File: config.mk
export PLATFORM = sky130hd
export DESIGN_NAME = ram_bus_ctl
export DESIGN_NICKNAME = d
export VERILOG_FILES = /design/src/rtl/ram_bus_pkg.sv /design/src/rtl/pet_addr_decode.sv /design/src/rtl/ram_bus_ctl.sv
export SDC_FILE = /design/constraint.sdc
export NUM_CORES = 1
export LEC_CHECK = 0
export ABC_AREA = 1
export BUFFER_PORTS_ARGS = -buffer_cell sky130_fd_sc_hd__buf_2
export CORE_ASPECT_RATIO = 0.9
export CORE_MARGIN = 1
export CORE_UTILIZATION = 40
export CTS_BUF_LIST = sky130_fd_sc_hd__clkbuf_4 sky130_fd_sc_hd__clkbuf_8
export CTS_CLUSTER_SIZE = 28
export DETAILED_ROUTE_END_ITERATION = 10
export PLACE_DENSITY_LB_ADDON = 0.15
export SYNTH_ARGS = -nofsm -noshare
export SYNTH_HDL_FRONTEND = slang
export SYNTH_SLANG_ARGS = --single-unit
File: constraint.sdc
create_clock -name wb_clock_i -period 1.1 [get_ports wb_clock_i]
set_clock_uncertainty 0.15 [all_clocks]
set_input_delay 0.22 -clock wb_clock_i [delete_from_list [all_inputs] [get_ports wb_clock_i]]
set_output_delay 0.22 -clock wb_clock_i [all_outputs]
set_load 0.02 [all_outputs]
File: src/rtl/ram_bus_pkg.sv
// Shared types and constants for the PET memory front end.
// Controller state encoding plus the I/O page and chip-select bit positions.
package ram_bus_pkg;

    typedef enum logic [1:0] {
        IDLE   = 2'd0,
        ACCESS = 2'd1,
        HOLD   = 2'd2
    } state_t;

    localparam logic [7:0] IO_PAGE  = 8'hE8;
    localparam int         PIA1_BIT = 4;
    localparam int         PIA2_BIT = 5;
    localparam int         VIA_BIT  = 6;

endpackage

File: src/rtl/pet_addr_decode.sv
// PET CPU address decoder: splits the 6502 space into RAM and the $E8xx I/O page.
// Purely combinational; chip selects may overlap, matching the original machine.
module pet_addr_decode
    import ram_bus_pkg::*;
#(
    parameter int CPU_ADDR_WIDTH = 16
) (
    input  logic [CPU_ADDR_WIDTH-1:0] cpu_addr_i,
    output logic                      ram_en_o,
    output logic                      io_en_o,
    output logic                      pia1_en_o,
    output logic                      pia2_en_o,
    output logic                      via_en_o
);

    logic io_hit;

    assign io_hit    = (cpu_addr_i[CPU_ADDR_WIDTH-1 -: 8] == IO_PAGE);
    assign io_en_o   = io_hit;
    assign ram_en_o  = !io_hit;
    assign pia1_en_o = io_hit & cpu_addr_i[PIA1_BIT];
    assign pia2_en_o = io_hit & cpu_addr_i[PIA2_BIT];
    assign via_en_o  = io_hit & cpu_addr_i[VIA_BIT];

endmodule

File: src/rtl/ram_bus_ctl.sv
// Wishbone B4 pipelined single-beat SRAM controller plus the CPU address decoder.
// Accept at edge N, ack in cycle N+3; stall is held high until the SRAM cycle drains.
module ram_bus_ctl
    import ram_bus_pkg::*;
#(
    parameter int RAM_ADDR_WIDTH = 17,
    parameter int CPU_ADDR_WIDTH = 16,
    parameter int DATA_WIDTH     = 8
) (
    input  logic                      wb_clock_i,
    input  logic                      wb_reset_i,
    input  logic [RAM_ADDR_WIDTH-1:0] wb_addr_i,
    input  logic [DATA_WIDTH-1:0]     wb_data_i,
    output logic [DATA_WIDTH-1:0]     wb_data_o,
    input  logic                      wb_we_i,
    input  logic                      wb_cycle_i,
    input  logic                      wb_strobe_i,
    output logic                      wb_stall_o,
    output logic                      wb_ack_o,
    output logic [RAM_ADDR_WIDTH-1:0] ram_addr_o,
    output logic                      ram_oe_o,
    output logic                      ram_we_o,
    input  logic [DATA_WIDTH-1:0]     ram_data_i,
    output logic [DATA_WIDTH-1:0]     ram_data_o,
    output logic                      ram_data_oe,
    input  logic [CPU_ADDR_WIDTH-1:0] cpu_addr_i,
    output logic                      ram_en_o,
    output logic                      io_en_o,
    output logic                      pia1_en_o,
    output logic                      pia2_en_o,
    output logic                      via_en_o
);

    state_t                    state_q, state_d;
    logic                      ack_q, ack_d;
    logic                      oe_q, oe_d;
    logic                      we_q, we_d;
    logic                      doe_q, doe_d;
    logic [RAM_ADDR_WIDTH-1:0] addr_q, addr_d;
    logic [DATA_WIDTH-1:0]     wdat_q, wdat_d;
    logic [DATA_WIDTH-1:0]     rdat_q, rdat_d;
    logic                      is_wr_q, is_wr_d;
    logic                      cyc_ok_q, cyc_ok_d;
    logic                      accept;

    pet_addr_decode #(
        .CPU_ADDR_WIDTH (CPU_ADDR_WIDTH)
    ) u_decode (
        .cpu_addr_i (cpu_addr_i),
        .ram_en_o   (ram_en_o),
        .io_en_o    (io_en_o),
        .pia1_en_o  (pia1_en_o),
        .pia2_en_o  (pia2_en_o),
        .via_en_o   (via_en_o)
    );

    assign wb_stall_o = (state_q != IDLE);
    assign accept     = wb_cycle_i & wb_strobe_i & !wb_stall_o;

    always_comb begin
        state_d  = state_q;
        ack_d    = 1'b0;
        oe_d     = 1'b0;
        we_d     = 1'b0;
        doe_d    = 1'b0;
        addr_d   = addr_q;
        wdat_d   = wdat_q;
        rdat_d   = rdat_q;
        is_wr_d  = is_wr_q;
        cyc_ok_d = cyc_ok_q;
        case (state_q)
            IDLE: begin
                if (accept) begin
                    state_d  = ACCESS;
                    addr_d   = wb_addr_i;
                    wdat_d   = wb_data_i;
                    is_wr_d  = wb_we_i;
                    oe_d     = !wb_we_i;
                    we_d     = wb_we_i;
                    doe_d    = wb_we_i;
                    cyc_ok_d = 1'b1;
                end
            end
            ACCESS: begin
                // Write strobe drops here; data stays driven one more cycle for hold time.
                state_d  = HOLD;
                oe_d     = !is_wr_q;
                doe_d    = is_wr_q;
                cyc_ok_d = cyc_ok_q & wb_cycle_i;
            end
            HOLD: begin
                state_d = IDLE;
                ack_d   = cyc_ok_q & wb_cycle_i;
                if (!is_wr_q) begin
                    rdat_d = ram_data_i;
                end
            end
            default: state_d = IDLE;
        endcase
    end

    always_ff @(posedge wb_clock_i or negedge wb_reset_i) begin
        if (!wb_reset_i) begin
            state_q  <= IDLE;
            ack_q    <= 1'b0;
            oe_q     <= 1'b0;
            we_q     <= 1'b0;
            doe_q    <= 1'b0;
            addr_q   <= '0;
            wdat_q   <= '0;
            rdat_q   <= '0;
            is_wr_q  <= 1'b0;
            cyc_ok_q <= 1'b0;
        end else begin
            state_q  <= state_d;
            ack_q    <= ack_d;
            oe_q     <= oe_d;
            we_q     <= we_d;
            doe_q    <= doe_d;
            addr_q   <= addr_d;
            wdat_q   <= wdat_d;
            rdat_q   <= rdat_d;
            is_wr_q  <= is_wr_d;
            cyc_ok_q <= cyc_ok_d;
        end
    end

    assign wb_ack_o    = ack_q;
    assign wb_data_o   = rdat_q;
    assign ram_addr_o  = addr_q;
    assign ram_oe_o    = oe_q;
    assign ram_we_o    = we_q;
    assign ram_data_o  = wdat_q;
    assign ram_data_oe = doe_q;

endmodule

# Word-level counts from Yosys, hierarchy flattened
# Index checks and enable logic that the tools add are counted.
dict set report word_totals {
  rom_bits 0
  n_memories 0
  latchBits 0
  ramBits 0
  in_bits 54
  output_inout_bits 43
  regBits 41
}
dict set report op_classes {
  mux 10
  bitwise 7
  eq_ne 4
  reduce_logical 10
  div_mod_pow 0
  order_cmp 0
  addsub 0
  n_mul 0
  shifts 0
}
# op n
set op_table {}
lappend op_table {{$eq 8x8->1 const B} 1}
lappend op_table {{$and 1x1->1} 6}
lappend op_table {{$pmux 1 s2} 3}
lappend op_table {{$reduce_and 2->1} 3}
lappend op_table {{$mux 1} 5}
lappend op_table {{$logic_not 1->1} 4}
lappend op_table {{$pmux 2 s2} 1}
lappend op_table {{$reduce_bool 2->1} 2}
lappend op_table {{$eq 2x1->1 const B} 1}
lappend op_table {{$eq 2x2->1 const B} 1}
lappend op_table {{$logic_not 2->1} 1}
lappend op_table {{$mux 2} 1}
lappend op_table {{$ne 2x2->1 const B} 1}
lappend op_table {{$not 1->1} 1}

# Longest topological paths before layout
dict set report depth {
  ltp_word 5
  ltp_mapped 6
}

# By module
# A second synthesis with hierarchy kept.
dict set report unflattened {
  cells_unflattened 192
  hier_area_um2 1696.6
}
# module area_per_inst_um2 instances seq_area_each_um2 cells_per_inst
set by_module_without_submodules {}
lappend by_module_without_submodules {ram_bus_ctl 1624.1 1 1026.0 174}
lappend by_module_without_submodules {pet_addr_decode 72.6 1 0.0 18}

# Least setup slack after synthesis
# No wires, ideal clock.
dict set report synth_timing {
  path_type {input-to-output}
  from {in cpu_addr_i[10]}
  to {out pia1_en_o}
  required_ps 730
  slack_ps -179
  cell_stages 5
  arrival_ps 909
  cell_sequence {inv_1 > nand2_1 > nor2_1 > nand2_1 > nor2_1}
}
dict set report synth_via {
  elab_chain_cells 2
}
# item line
set synth_rtl {}
lappend synth_rtl {{from (decl)} ram_bus_ctl.sv:26} ;# input logic [CPU_ADDR_WIDTH-1:0] cpu_addr_i,
lappend synth_rtl {{$eq 8x8->1} pet_addr_decode.sv:18} ;# assign io_hit = (cpu_addr_i[CPU_ADDR_WIDTH-1 -: 8] == IO_PAGE);
lappend synth_rtl {{$and 1x1->1} pet_addr_decode.sv:21} ;# assign pia1_en_o = io_hit & cpu_addr_i[PIA1_BIT];
lappend synth_rtl {{to (decl)} ram_bus_ctl.sv:29} ;# output logic pia1_en_o,
# Every way passes these cells.

# Worst setup path in the final report
dict set report layout_timing {
  from {reg state_q[1]}
  to {reg addr_q[2], in the netlist ram_addr_o[2]}
}
dict set report layout_via {
  elab_chain_cells 4
  word_cells_on_any_way 5
  cone_classes {bitwise: 1; reduce/logical: 4}
}
# item line
set layout_rtl {}
lappend layout_rtl {{from (decl)} ram_bus_ctl.sv:34} ;# state_t state_q, state_d;
lappend layout_rtl {{from (signal assigned)} ram_bus_ctl.sv:115} ;# state_q <= state_d;
lappend layout_rtl {{$reduce_bool 2->1} ram_bus_ctl.sv:57} ;# assign wb_stall_o = (state_q != IDLE);
lappend layout_rtl {{$logic_not 1->1} ram_bus_ctl.sv:58} ;# assign accept = wb_cycle_i & wb_strobe_i & !wb_stall_o;
lappend layout_rtl {{$and 1x1->1} ram_bus_ctl.sv:58}
lappend layout_rtl {{$reduce_and 2->1 (no source line) *} -}
lappend layout_rtl {{to (signal assigned)} ram_bus_ctl.sv:120} ;# addr_q <= addr_d;
lappend layout_rtl {{to (decl)} ram_bus_ctl.sv:39} ;# logic [RAM_ADDR_WIDTH-1:0] addr_q, addr_d;
# Every way passes the cells marked *; elsewhere a longest branch is shown, timed or not.
# A chain may end at the register's enable or synchronous reset.

==> results.md <==
- Crit-path max FO: 6
- Clock share of power: 0.210
- Library cells used by synthesis: 15
- First-pass GRT wire length: between 8000 and 9000 µm
- Status: finished with violations
- Asr flop ratio synth: 1.00
- Final WS setup: -0.277 ns
- Primary FF master, synth: dfrtp_1
- Last element of the critical path: ram_addr_o[2]$_DFFE_PN0P_
- Die Height: ~63 µm
- Reg-to-reg endpoint: ram_addr_o[2]$_DFFE_PN0P_
- Core Util, Final: 0.894
- FF-to-FF Start: state_q[1]$_DFFE_PN0P_
- Mean Syn Cell Area: 8.70 µm²
- Post-synth EDFFs: 0
- P_sw: around 1.8 mW
- Total iterations of the first detailed-routing run: 4
- Fillers: 170
- Peak VDD IR: 1060 µV
- Setup Viol. Count Final: 83
- WS Path Type: reg2reg
- Vias in the first global route: around 1900
- TritonCTS clock tree: yes
- Die width: around 70 µm
- Comb pwr share: 0.412
- Initial Util: 0.432
- Share of power burned in registers: 0.378
- Via density: around 4.7
- Clock Path Buffers: 2
- WP data arrival: approximately 1.4 ns
- CTS sink cnt: roughly 40
- DR DRC count: 0
- Final hold vios: 1
- Max_slew headroom: 0.853
- FF-to-FF path depth: 6
- Final #Nets: roughly 400
- Critical path startpoint: state_q[1]$_DFFE_PN0P_
- Pleak: around 1.9 nW
- Seq/Total Area, Yosys: 0.614
- Hpwl dp: roughly 2500 µm
- Post-synth top area share: 0.614
- Synth Cell Area: approximately 1700 µm²
- Pin count of the biggest net entering global routing: 42
- Standard-cell rows: 21
- Startpoint Class: register
- H-tree depth: 2
- Area grow syn2layout: 107%
- R2R Setup Slk: -0.28 ns
- Non-Filler Instances: 403
- Cell family with most CP delay: flip-flops
- Unrepaired setup endpoints after global routing: true
- Count leader, synth: nand2_1
- Buf/Inv on CP: 2
- Mapped Nets: 246
- Post-synthesis cell count: about 190
- Share of cells above drive strength 1: 0.574
- P per Cell Area: 1570 nW/µm²
- Critical-path cell list: buf_6, nor2_4, nand2_4, buf_8, nand2_2, nand2_1
- CP endpoint kind: register
- Post-route antenna net violation count: 0
- GPL Wtd Cong: ~0.74
- Crit-path max cell delay: 0.41 ns
- Actual slew at the worst max-slew pin: 0.221 ns
- Yosys top cell by area: dfrtp_1
- Fmax: just over 700 MHz
- CP max-delay cell: dfrtp_1
- Warnings, synthesis: 0
- Failing checks: negative hold slack, negative setup slack
- Final period util: 1.25
- Internal power: about 3.6 mW
- Post-synthesis register bit count: 41
- Core Box Area: 3860 µm²
- WHS: -0.000156 ns
- Drt total wl: ~6200 µm
- Sw Share: 0.339
- Final min period: roughly 1.4 ns
- N_diodes: 0
- Worst-path clk slew: ~0.090 ns
- 1st-iter DRT viols: ~110
- Worst hold path class: in2reg
- Critical path depth in cells: 6
- Later-pin clock latency in the skew report: 0.30 ns
- Total of max-cap violations: 0
- Clk root buf: clkbuf_8
- Dpl ws: -0.209 ns
- Most instantiated cells after synthesis: 98 x nand2_1, 41 x dfrtp_1, 20 x inv_1
- CTS Buf Count: 5
- Port Buf Inserts: approximately 90
- Setup TNS: -13.20 ns
- Max Slew Vio Count: 0
- DR vias: roughly 1900
- Full die area: ~4400 µm²
- Io pins: 97
- Cell Count Post-Placement: between 300 and 400
- All-layer global routing usage: 0.250
- Top cells by area, synth: dfrtp_1 61%, nand2_1 22%, inv_1 4.5%
- CP required: 1.13 ns
- Overflow left after global routing: 0
- Initial antenna violation count: 0
- DR WL/cell: 15.4 µm
## what timing repair did
| item | CTS | global route |
|---|---|---|
| gates cloned | 4 | 1 |
| hold buffers | 27 | 0 |
| endpoints found under the hold margin | 67 | 0 |
| pin swaps | 8 | 20 |
| buffers inserted | 12 | 20 |
| setup endpoints to repair | 81 | 83 |
| resized for setup | 112 | 53 |
## through the flow
step                      cell area, µm²  total power, mW
after detailed placement            2310             3.21
final                               3450             5.42
after floorplan                     1740             2.70
after CTS                           3150             4.95
after global placement              2310             3.19
after global routing                3450             5.63
## worst min path at each step
stage,start,endpoint,slack (ns),cells past startpoint
final,ram_data_i[3],wb_data_o[3]$_DFFE_PN0P_,-0.0002,3
after global placement,wb_reset_i,ram_data_o[2]$_DFFE_PN0P_,0.06,2
after detailed placement,wb_reset_i,ram_data_o[0]$_DFFE_PN0P_,0.06,2
after CTS,ram_data_i[4],wb_data_o[4]$_DFFE_PN0P_,0.003,3
after global routing,ram_data_i[1],wb_data_o[1]$_DFFE_PN0P_,0.01,3
after floorplan,wb_reset_i,cyc_ok_q$_DFFE_PN0P_,-0.23,0
## final cells by class
type | instances | area [µm²] | share of cell area
Timing Repair Buffer | 162 | 1440 | 0.417
Sequential cell | 41 | 1030 | 0.297
Clock buffer | 7 | 96.3 | 0.0279
Tap cell | 46 | 57.6 | 0.0167
Inverter | 22 | 97.6 | 0.0283
Clock inverter | 1 | 8.76 | 0.00254
Multi-Input combinational cell | 124 | 728 | 0.211
## sequential cells by signal (all words and copies together), names as in the netlist
name and flops:
ram_we_o 1, ram_oe_o 1, wb_data_o 8, ram_data_oe 1, ram_addr_o 17, ram_data_o 8
is_wr_q 1, state_q 2, cyc_ok_q 1, wb_ack_o 1
## metal layers
layer | global-route usage | share of wire
met1 | 0.287 | 0.39
met2 | 0.456 | 0.55
met3 | 0.0544 | 0.040
met4 | 0.0900 | 0.020
met5 | 0 | 0
## worst register-to-register path: cells and delay by family (launching register included)
| family | cells | cell delay [ns] |
|---|---|---|
| buffers and inverters | 2 | 0.29 |
| and+or+nand+nor | 4 | 0.39 |
| DFF | 1 | 0.41 |
## cells in the final DEF, fill, tap and decap left out, types with 2 or more instances in the layout
| cell | netlist | routed |
|---|---|---|
| nand2_1 | 98 | 59 |
| nand3_4 | 1 | 2 |
| nor2_4 | 0 | 6 |
| nor2_1 | 9 | 3 |
| buf_4 | 1 | 32 |
| o21ai_1 | 3 | 8 |
| nand2_2 | 1 | 33 |
| nand2_4 | 1 | 8 |
| inv_2 | 2 | 6 |
| o21ai_2 | 0 | 3 |
| buf_6 | 2 | 54 |
| dlygate4sd3_1 | 0 | 27 |
| buf_12 | 0 | 3 |
| dfrtp_1 | 41 | 41 |
| inv_1 | 20 | 14 |
| inv_8 | 0 | 2 |
| buf_2 | 3 | 44 |
| clkbuf_8 | 0 | 7 |
## power groups by stage
stage | registers (mW) | logic [mW] | clock network (mW)
2_1_floorplan | 2.34 | 0.356 | 0
3_3_place_gp | 1.98 | 1.22 | 0
3_5_place_dp | 1.98 | 1.24 | 0
4_1_cts | 2.02 | 1.79 | 1.14
5_1_grt | 2.07 | 2.36 | 1.20
6_report | 2.05 | 2.23 | 1.14
## logic make-up after synthesis
| kind of cell | synth area share |
|---|---|
| AND/OR/NAND/NOR | 0.276 |
| flip-flops | 0.614 |
| buffers and inverters | 0.0764 |
| AO/OA/AOI/OAI | 0.0330 |
Note: power is estimated with default switching activity, not from simulation.
